`src/rtl/booth_mult_if.sv`:
```
// booth_mult_if: request/response port of the sequential Booth multiplier
interface booth_mult_if #(parameter int WIDTH = 8);
   logic                 start_i;
   logic                 signed_i;
   logic [WIDTH-1:0]     mcand_i;
   logic [WIDTH-1:0]     mplier_i;
   logic                 busy_o;
   logic                 done_o;
   logic [2*WIDTH-1:0]   product_o;
   modport master(output start_i, signed_i, mcand_i, mplier_i, input busy_o, done_o, product_o);
   modport slave(input start_i, signed_i, mcand_i, mplier_i, output busy_o, done_o, product_o);
endinterface

```
`src/rtl/booth_mult_seq.sv`:
```
// booth_mult_seq: iterative radix-2 Booth multiplier, one step per clock, signed/unsigned.
// Define BOOTH_EARLY_TERM_EN to finish in one cycle once the remaining multiplier bits are uniform.
module booth_mult_seq #(
   parameter int WIDTH = 8
) (
   input logic         clk,
   input logic         rst,
   booth_mult_if.slave bus
);
   localparam int E  = WIDTH + 1;
   localparam int CW = $clog2(E + 1);
   typedef enum logic {IDLE, CALC} state_t;
   state_t               state_q, state_d;
   logic [E-1:0]         a_q, a_d, q_q, q_d, m_q, m_d;
   logic                 h_q, h_d, busy_q, busy_d, done_q, done_d;
   logic [CW-1:0]        cnt_q, cnt_d;
   logic [2*WIDTH-1:0]   prod_q, prod_d;
   logic [E-1:0]         mc_x, mp_x, sum;
   logic [2*E:0]         sh;
   logic [2*E-1:0]       fast;
   logic                 early;
   assign mc_x = {bus.signed_i & bus.mcand_i[WIDTH-1], bus.mcand_i};
   assign mp_x = {bus.signed_i & bus.mplier_i[WIDTH-1], bus.mplier_i};
   assign sum  = (q_q[0] & ~h_q) ? a_q - m_q : (~q_q[0] & h_q) ? a_q + m_q : a_q;
   assign sh   = $signed({sum, q_q, h_q}) >>> 1;
`ifdef BOOTH_EARLY_TERM_EN
   logic [E-1:0] mask;
   // Unconsumed multiplier bits sit at Q[cnt-1:0]; uniform bits equal to q0 mean only shifts remain.
   assign mask  = ~({E{1'b1}} << cnt_q);
   assign early = h_q ? ((q_q & mask) == mask) : ((q_q & mask) == '0);
   assign fast  = $signed({a_q, q_q}) >>> cnt_q;
`else
   assign early = 1'b0;
   assign fast  = {a_q, q_q};
`endif
   always_comb begin
      state_d = state_q;
      a_d     = a_q;
      q_d     = q_q;
      h_d     = h_q;
      m_d     = m_q;
      cnt_d   = cnt_q;
      busy_d  = busy_q;
      done_d  = 1'b0;
      prod_d  = prod_q;
      if (state_q == IDLE) begin
         if (bus.start_i) begin
            a_d     = '0;
            q_d     = mp_x;
            h_d     = 1'b0;
            m_d     = mc_x;
            cnt_d   = CW'(E);
            busy_d  = 1'b1;
            state_d = CALC;
         end
      end else if (early) begin
         {a_d, q_d} = fast;
         cnt_d      = '0;
         prod_d     = fast[2*WIDTH-1:0];
         done_d     = 1'b1;
         busy_d     = 1'b0;
         state_d    = IDLE;
      end else begin
         {a_d, q_d, h_d} = sh;
         cnt_d           = cnt_q - CW'(1);
         if (cnt_q == CW'(1)) begin
            prod_d  = sh[2*WIDTH:1];
            done_d  = 1'b1;
            busy_d  = 1'b0;
            state_d = IDLE;
         end
      end
   end
   always_ff @(posedge clk or posedge rst) begin
      if (rst) begin
         state_q <= IDLE;
         a_q     <= '0;
         q_q     <= '0;
         h_q     <= 1'b0;
         m_q     <= '0;
         cnt_q   <= '0;
         busy_q  <= 1'b0;
         done_q  <= 1'b0;
         prod_q  <= '0;
      end else begin
         state_q <= state_d;
         a_q     <= a_d;
         q_q     <= q_d;
         h_q     <= h_d;
         m_q     <= m_d;
         cnt_q   <= cnt_d;
         busy_q  <= busy_d;
         done_q  <= done_d;
         prod_q  <= prod_d;
      end
   end
   assign bus.busy_o    = busy_q;
   assign bus.done_o    = done_q;
   assign bus.product_o = prod_q;
endmodule

```
`src/flat_wrapper.sv`:
```
// flat-port wrapper written by rule: the top's interface ports become plain ports
module booth_mult_seq_flat 
#(
   parameter int WIDTH = 8
)
  (clk, rst, bus_start_i, bus_signed_i, bus_mcand_i, bus_mplier_i, bus_busy_o, bus_done_o, bus_product_o);
  booth_mult_if #(.WIDTH(WIDTH)) bus_i ();
  input logic clk;
  input logic rst;
  input wire logic [$bits(bus_i.start_i)-1:0] bus_start_i;
  input wire logic [$bits(bus_i.signed_i)-1:0] bus_signed_i;
  input wire logic [$bits(bus_i.mcand_i)-1:0] bus_mcand_i;
  input wire logic [$bits(bus_i.mplier_i)-1:0] bus_mplier_i;
  output wire logic [$bits(bus_i.busy_o)-1:0] bus_busy_o;
  output wire logic [$bits(bus_i.done_o)-1:0] bus_done_o;
  output wire logic [$bits(bus_i.product_o)-1:0] bus_product_o;
  assign bus_i.start_i = bus_start_i;
  assign bus_i.signed_i = bus_signed_i;
  assign bus_i.mcand_i = bus_mcand_i;
  assign bus_i.mplier_i = bus_mplier_i;
  assign bus_busy_o = bus_i.busy_o;
  assign bus_done_o = bus_i.done_o;
  assign bus_product_o = bus_i.product_o;
  booth_mult_seq #(.WIDTH(WIDTH)) u_core (.clk(clk), .rst(rst), .bus(bus_i));
endmodule
```
`config.mk`:
```
export PLATFORM = sky130hd
export DESIGN_NAME = booth_mult_seq_flat
export DESIGN_NICKNAME = d
export VERILOG_FILES = /design/src/rtl/booth_mult_if.sv /design/src/rtl/booth_mult_seq.sv /design/src/flat_wrapper.sv
export SDC_FILE = /design/constraint.sdc
export NUM_CORES = 1
export LEC_CHECK = 0
export BUFFER_PORTS_ARGS = -buffer_cell sky130_fd_sc_hd__buf_2
export CORE_UTILIZATION = 58
export CTS_BUF_LIST = sky130_fd_sc_hd__clkbuf_16
export CTS_CLUSTER_DIAMETER = 100
export DETAILED_ROUTE_END_ITERATION = 10
export GPL_TIMING_DRIVEN = 0
export PLACE_DENSITY = 0.8
export SKIP_LAST_GASP = 1
export SLEW_MARGIN = 5
export SYNTH_ARGS = -nofsm -noshare
export SYNTH_HDL_FRONTEND = slang
export SYNTH_SLANG_ARGS = --single-unit
export TNS_END_PERCENT = 5
```
`constraint.sdc`:
```
create_clock -name clk -period 2.9 [get_ports clk]
set_input_delay 0.145 -clock clk [delete_from_list [all_inputs] [get_ports clk]]
set_output_delay 0.145 -clock clk [all_outputs]
set_load 0.01 [all_outputs]
```
## Word level (Yosys, flattened, before mapping)

Cells that the tools add are included.

- Logic and storage cells: 43
- Bits in registers: 51

- Reductions and logical operators: 4
- Bitwise operators: 7
- Muxes and demuxes: 18
- $add $sub $neg: 3
- Equality and inequality tests: 2

Operators by type and width:

| cell | number |
|---|---|
| 2-to-1 mux 9 bit | 6 |
| 2-to-1 mux 1 bit | 10 |
| adder 9 bit | 1 |
| subtractor 9 bit | 1 |
| 2-to-1 mux 4 bit | 2 |
| AND reduction 2 bit | 3 |
| bitwise AND 1 bit | 4 |
| equality test 4 x 1 -> 1 bit (second input constant) | 1 |
| subtractor 4 x 1 -> 4 bit (second input constant) | 1 |
| inverter 1 bit | 3 |
| inequality test 2 bit (second input constant) | 1 |
| nonzero test 2 bit | 1 |

## Logic depth before layout (Yosys ltp)

Gate-level depths: netlist (run 1).

- Depth in word-level cells: 5
- Gate-level depth with buffers: 10
- Mapped depth without buffers: 10

## Worst setup path after synthesis (run 1)

No wires, ideal clock.

- Kind: register -> register
- Start: register u_core.m_q[0]
- End: register u_core.a_q[7]
- Slack: 0.645 ns
- Cell stages (with the launch flop): 9
- Period minus slack after synthesis: 2.255 ns
- Library setup time: 0.124 ns
- Data arrival time: 2.131 ns
- Cells stage by stage: dfrtp_1 > ha_1 > fa_1 > nor2b_1 > o221ai_1 > a21oi_1 > a2111oi_4 > nor2_1 > o31a_1

- Cells in the longest elaborated chain, start to end: 4

Ends and longest elaborated chain:

| element | RTL line | text |
|---|---|---|
| start, declared | booth_mult_seq.sv:14 | `logic [E-1:0] a_q, a_d, q_q, q_d, m_q, m_d;` |
| start signal, assigned | booth_mult_seq.sv:90 | `m_q <= m_d;` |
| adder 9 bit | booth_mult_seq.sv:24 | `assign sum = (q_q[0] & ~h_q) ? a_q - m_q : (~q_q[0] & h_q) ? a_q + m_q : a_q;` |
| 2-to-1 mux 9 bit | booth_mult_seq.sv:24 |  |
| 2-to-1 mux 9 bit (*) | booth_mult_seq.sv:24 |  |
| 2-to-1 mux 9 bit (*) | booth_mult_seq.sv:46 | `if (state_q == IDLE) begin` |
| end signal, assigned | booth_mult_seq.sv:77 | `a_q <= '0;` |
| end signal, assigned | booth_mult_seq.sv:87 | `a_q <= a_d;` |
| end, declared | booth_mult_seq.sv:14 |  |

Every way passes the cells marked *; elsewhere a longest branch is shown, timed or not.
A chain may end at the register's enable or synchronous reset.

## Worst setup path after layout (run 1)

- Start: register u_core.a_q[0]
- End: register u_core.a_q[7]

- Cells in the longest elaborated chain, start to end: 4

Ends and longest elaborated chain:

| element | RTL line |
|---|---|
| adder 9 bit | booth_mult_seq.sv:24 |
| 2-to-1 mux 9 bit | booth_mult_seq.sv:24 |
| 2-to-1 mux 9 bit (*) | booth_mult_seq.sv:24 |
| 2-to-1 mux 9 bit (*) | booth_mult_seq.sv:46 |

Marked as above.

==> impl_metrics.env, run 1 <==
export IMPL_cp_required_ns=3.09
export IMPL_fp_dieH_um=73.3
export IMPL_fmax_ghz=0.404
export IMPL_clockBufferDepth=2
export IMPL_ant_nets=0
export IMPL_holdWs_ns=0.0451
export IMPL_arrival_ns=2.66
export IMPL_slew_headroom_pct=51.3
export IMPL_combPwrFrac_pct=57.8
export IMPL_drt_first_pass_iters=4
export IMPL_hp_class="input port to register"
export IMPL_vias=2442
export IMPL_clock_sinks=50
export IMPL_first_iter_violations=220
export IMPL_grt_ovfl_total=0
export IMPL_clock_latency_ns=0.30
export IMPL_placed_area_um2=3240
export IMPL_fin_skew_ns=0.00455
export IMPL_sequentialPowerShare_pct=28.8
export IMPL_ys_seq_area_share_pct=42.4
export IMPL_finalHoldViolCount=0
export IMPL_nets=415
export IMPL_ctsResizeCount=0
export IMPL_avgViaCountPerCell=5.54
export IMPL_antenna_found_initial=0
export IMPL_async_flop_share_pct=100
export IMPL_synth_largest_area_cell="dfrtp_1"
export IMPL_wirelength_um=6860
export IMPL_drive_above_1_share_pct=16.6
export IMPL_cts_tree="yes"
export IMPL_rsz0062_at_grt="false"
export IMPL_r2r_end="u_core.a_q[7]"
export IMPL_power_internal_mw=2.48
export IMPL_cp_endpoint="u_core.a_q[7]"
export IMPL_initial_core_util_pct=61.2
export IMPL_synth_edf_count=0
export IMPL_powerDensity_nw_per_um2=1340
export IMPL_chipWidth_um=73.3
export IMPL_switchingPower_mw=2.09
export IMPL_synth_area_leaders="dfrtp_1 42%, ha_1 8.5%, nand2_1 7.8%, o21ai_0 4.9%, mux2i_1 3.4%"
export IMPL_synthFlopType="dfrtp_1"
export IMPL_ios=38
export IMPL_cts_setup_buffers=0
export IMPL_rows=25
export IMPL_drv_cap=0
export IMPL_dp_hpwl_um=5120
export IMPL_ys_ff_latch=50
export IMPL_startpoint_type="register"
export IMPL_n_antenna_cell=0
export IMPL_startpoint="u_core.a_q[0]"
export IMPL_worstPathMaxFanout=4
export IMPL_fin_area_um2=3400
export IMPL_tns_ns=0
export IMPL_drc=0
export IMPL_wl_per_cell_um=15.6
export IMPL_p_leak_nw=1.65
export IMPL_area_delta_synth_final_pct=15.4
export IMPL_clockRootBuffer="clkbuf_16"
export IMPL_maxSlewViolCount=0
export IMPL_grt_pass1_wl_um=11400
export IMPL_worst_ir_drop_vdd_v=0.000716
export IMPL_ctsHtreeMaxLevel=2
export IMPL_grt_util_all_layers_pct=28.5
export IMPL_grt_max_degree=33
export IMPL_status="complete, no violations"
export IMPL_io_buffers=37
export IMPL_cts_made_buffers=5
export IMPL_swShare_pct=45.7
export IMPL_path_class="register to register"
export IMPL_grt_pass1_vias=2391
export IMPL_r2r_start="u_core.a_q[0]"
export IMPL_syn_inst=327
export IMPL_clkPwrFrac_pct=13.4
export IMPL_synth_area_um2=2950
export IMPL_end_kind="register"
export IMPL_min_period_ns=2.47
export IMPL_gp_congestion=0.855
export IMPL_finalSetupViolations=0
export IMPL_rrSetupSlack_ns=0.43
export IMPL_core_area_um2=4820
export IMPL_yosysUniqueCellTypes=51
export IMPL_yosysTopAreaCellShare_pct=42.4
export IMPL_yosysWarnings=0
export IMPL_syn_nets=369
export IMPL_die_area_um2=5380
export IMPL_worstMarginPinSlew_ns=0.731
export IMPL_clkSlewWorstSetupHoldPaths_ns=0.07
export IMPL_syn_area_per_cell_um2=9.02
export IMPL_period_share_pct=85.3
export IMPL_rr_worst_depth=8
-- cells by family (layout without fill, tap and decap cells) --
kind of cell / count (synthesis) / count (layout) / share of synthesized area (%)
muxes: 12 / 12 / 4.16
AOI/OAI and AO/OA: 80 / 80 / 17.6
adders and majority gates: 22 / 22 / 9.84
xor gates and xnor gates: 8 / 8 / 2.37
and+or+nand+nor: 114 / 114 / 17.8
DFF: 50 / 50 / 42.4
buffers and inverters: 41 / 88 / 5.77
-- critical path, stage by stage, from the launching register on --
cell	delay, ns
dfrtp_1	0.41
ha_1	0.22
fa_1	0.40
nor2b_1	0.18
o221ai_1	0.21
a21oi_1	0.18
a2111oi_4	0.38
nor2_1	0.09
o31a_1	0.29
-- worst min path at each step --
| stage | from | endpoint | slack, ns | depth (start not counted) |
|---|---|---|---|---|
| 2_1_floorplan | bus_mcand_i[1] | u_core.m_q[1] | 0.26 | 2 |
| 3_3_place_gp | bus_mcand_i[3] | u_core.m_q[3] | 0.34 | 3 |
| 3_5_place_dp | rst | u_core.bus.product_o[5] | 0.17 | 2 |
| 4_1_cts | bus_mcand_i[4] | u_core.m_q[4] | 0.05 | 3 |
| 5_1_grt | bus_mcand_i[1] | u_core.m_q[1] | 0.07 | 3 |
| 6_report | bus_mcand_i[2] | u_core.m_q[2] | 0.05 | 3 |
-- through the flow --
stage / util, % / std cells / power (mW) / setup WS (ns)
floorplan: - / 327 / 3.27 / 0.645
global placement: 66.8 / 431 / 3.82 / 0.450
detailed placement: 67.2 / 432 / 3.93 / 0.441
CTS: 70.6 / 441 / 4.57 / 0.432
global route: 70.6 / 441 / 4.99 / 0.292
finish: 70.6 / 441 / 4.57 / 0.427
-- synthesized netlist by cell type (all sizes together) (2+ instances only) --
cell / count
nand2: 61
dfrtp: 50
o21ai: 32
inv: 22
nor2: 22
ha: 20
a21oi: 12
buf: 10
mux2i: 10
clkbuf: 9
nor2b: 7
o31ai: 6
xnor2: 6
a21o: 4
nor3: 4
nor3b: 4
o22ai: 4
a31oi: 3
or3: 3
a211oi: 2
a221oi: 2
a311oi: 2
fa: 2
mux2: 2
nand2b: 2
nand3b: 2
nor4b: 2
o211ai: 2
o21a: 2
xor2: 2
-- layer usage --
metal	wire length, um	share of wire [%]	vias up	GRT usage (%)
met1	3180	46	1167	38.4
met5	0	0	-	0
met4	112	1.6	0	10.0
met3	261	3.8	10	5.08
met2	3310	48	53	46.3
li1	-	-	1212	-
-- cell type report --
| class | count | area, um2 |
|---|---|---|
| flip-flops and latches | 50 | 1250 |
| plain buffers | 19 | 87.6 |
| repair buffers | 39 | 215 |
| clock inverters | 3 | 28.8 |
| well taps | 67 | 83.8 |
| clock buffers | 5 | 125 |
| multi-input cells | 236 | 1530 |
| inverters | 22 | 82.6 |
| fillers | 383 | 1410 |
-- power by group through the flow --
stage	Combinational (mW)	Sequential, mW	Clock (mW)
after floorplan	1.96	1.31	0
after CTS	2.63	1.31	0.625
after global placement	2.51	1.31	0
after detailed placement	2.60	1.33	0
final	2.64	1.32	0.613
after global routing	2.96	1.37	0.661
-- layout by cell type (no fill, tap or decap), drive strengths merged, types with 7 or more instances in the layout --
cell type	n
nor2	22
mux2i	10
ha	20
a21oi	12
clkbuf	14
buf	48
nor2b	7
o21ai	32
dfrtp	50
nand2	61
inv	24
-- what timing repair did --
item | CTS | global route
hold endpoints to repair | 18 | 0
hold buffers | 1 | 0
endpoints found under the setup margin | 0 | 0
-- state kept, by name, indices dropped and copies added (netlist names) --
register              count
u_core.state_q            1
u_core.q_q                9
u_core.bus.busy_o         1
u_core.cnt_q              4
u_core.m_q                9
u_core.bus.product_o     16
u_core.a_q                8
u_core.bus.done_o         1
u_core.h_q                1
(Power assumes the default switching activity.)
==> run 2, diff against run 1 <==
Settings changed: CORE_UTILIZATION 58 to 45, PLACE_DENSITY 0.8 to default.
==> run 2 against run 1 <==
  * Clock-buffer cell count did not move
  * Final cell count is 2.3% higher
  * Non-clock buffer count unchanged
  * Hold slack gained 0.010 ns
  * Combinational power barely moved
  * Sequential power about the same
  * Largest cell class unchanged
  * Critical path type unchanged
  * Sequential cell count unchanged
  * Power up 1.6%
  * Die area up 28%
==> impl_metrics.env, run 2 (synthesis results as in run 1) <==
export IMPL_gp_congestion=0.812
export IMPL_path_class="register to register"
export IMPL_area_delta_synth_final_pct=16.4
export IMPL_rows=29
export IMPL_rsz0062_at_grt="false"
export IMPL_placedCellCount=442
export IMPL_drive_above_1_share_pct=16.6
export IMPL_worst_ir_drop_vdd_v=0.000621
export IMPL_startpoint_type="register"
export IMPL_clockBufferDepth=2
export IMPL_clock_sinks=50
export IMPL_dp_hpwl_um=5190
export IMPL_chipWidth_um=83.0
export IMPL_cts_setup_buffers=0
export IMPL_cts_tree="yes"
export IMPL_drv_cap=0
export IMPL_cp_required_ns=3.08
export IMPL_instances_no_fill=451
export IMPL_hp_class="input port to register"
export IMPL_cts_made_buffers=5
export IMPL_holdWs_ns=0.0555
export IMPL_nets=415
export IMPL_mostFrequentLayoutCell="nand2_1"
export IMPL_io_buffers=37
export IMPL_core_area_um2=6350
export IMPL_arrival_ns=2.76
export IMPL_grt_util_all_layers_pct=21.8
export IMPL_die_area_um2=6880
export IMPL_ctsHtreeMaxLevel=2
export IMPL_end_kind="register"
export IMPL_hold_buffers=1
export IMPL_status="complete, no violations"
export IMPL_slew_headroom_pct=52.3
export IMPL_n_antenna_cell=0
export IMPL_period_share_pct=89.0
export IMPL_maxSlewViolCount=0
export IMPL_ios=38
export IMPL_grt_max_degree=32
export IMPL_fin_skew_ns=0.00333
export IMPL_clockRootBuffer="clkbuf_16"
export IMPL_wl_per_cell_um=15.6
export IMPL_drt_first_pass_iters=4
export IMPL_fmax_ghz=0.387
export IMPL_antenna_found_initial=0
export IMPL_final_cell_mix="61 x nand2_1, 50 x dfrtp_1, 44 x buf_2"
export IMPL_grt_pass1_wl_um=12000
export IMPL_grt_pass1_vias=2379
export IMPL_min_period_ns=2.58
export IMPL_tns_ns=0
export IMPL_clock_latency_ns=0.29
export IMPL_vias=2448
export IMPL_finalSetupViolations=0
export IMPL_first_iter_violations=136
export IMPL_ant_nets=0
export IMPL_powerDensity_nw_per_um2=1350
export IMPL_worstPathMaxFanout=3
export IMPL_wirelength_um=7040
export IMPL_worstMarginPinSlew_ns=0.716
export IMPL_clkSlewWorstSetupHoldPaths_ns=0.07
export IMPL_avgViaCountPerCell=5.43
export IMPL_grt_ovfl_total=0
export IMPL_largest_register_ffs=16
export IMPL_initial_core_util_pct=46.5
export IMPL_p_leak_nw=1.66
export IMPL_drc=0
export IMPL_fp_dieH_um=83.0
export IMPL_finalHoldViolCount=0
export IMPL_ctsResizeCount=0
[run 2: worst paths after layout]
check | startpoint | to | slack [ns] | depth (start not counted)
max | u_core.m_q[0] | u_core.a_q[7] | 0.32 | 8
min | bus_mcand_i[4] | u_core.m_q[4] | 0.06 | 3
max reg2reg | u_core.m_q[0] | u_core.a_q[7] | 0.32 | 8
min reg2reg | u_core.bus.product_o[1] | u_core.bus.product_o[1] | 0.47 | 2
max in group asynchronous | rst | u_core.m_q[5] | 1.97 | 4
min in group asynchronous | rst | u_core.bus.product_o[3] | 0.40 | 3
[run 2: per-stage QoR]
| step | instance area, um2 | setup WS [ns] | utilization [%] | total power [mW] |
|---|---|---|---|---|
| 2_1_floorplan | 2950 | 0.645 | - | 3.27 |
| 3_3_place_gp | 3230 | 0.418 | 50.9 | 3.88 |
| 3_5_place_dp | 3250 | 0.347 | 51.2 | 3.94 |
| 4_1_cts | 3430 | 0.334 | 54.1 | 4.67 |
| 5_1_grt | 3430 | 0.166 | 54.1 | 5.07 |
| 6_report | 3430 | 0.318 | 54.1 | 4.65 |
[run 2: report_power, final]
part,switching [mW],internal [mW]
Combinational,1.53,1.11
Clock,0.284,0.414
Sequential,0.266,1.04
Total,2.08,2.57
[run 2: final cells by class]
| cell class | count | area (um2) |
|---|---|---|
| plain buffers | 19 | 87.6 |
| clock buffers | 5 | 125 |
| clock inverters | 3 | 47.5 |
| fillers | 604 | 2920 |
| inverters | 22 | 82.6 |
| multi-input cells | 236 | 1530 |
| flip-flops and latches | 50 | 1250 |
| well taps | 77 | 96.3 |
| repair buffers | 39 | 215 |
[run 2: metal layers]
layer	global-route usage, %	part of all wire, %	up-vias	wire length [um]
met5	0	0	-	0
met4	5.96	1.3	0	95
met3	3.18	3.1	11	215
met2	34.3	45	51	3150
met1	31.5	51	1170	3580
li1	-	-	1216	-
[run 2: worst max-delay path, cell delays in order, from the launching register on]
cell and delay, ns:
dfrtp_1 0.40, ha_1 0.23, fa_1 0.41, nor2b_1 0.18, o221ai_1 0.22, a21oi_1 0.19
a2111oi_4 0.43, nor2_1 0.09, o31a_1 0.30
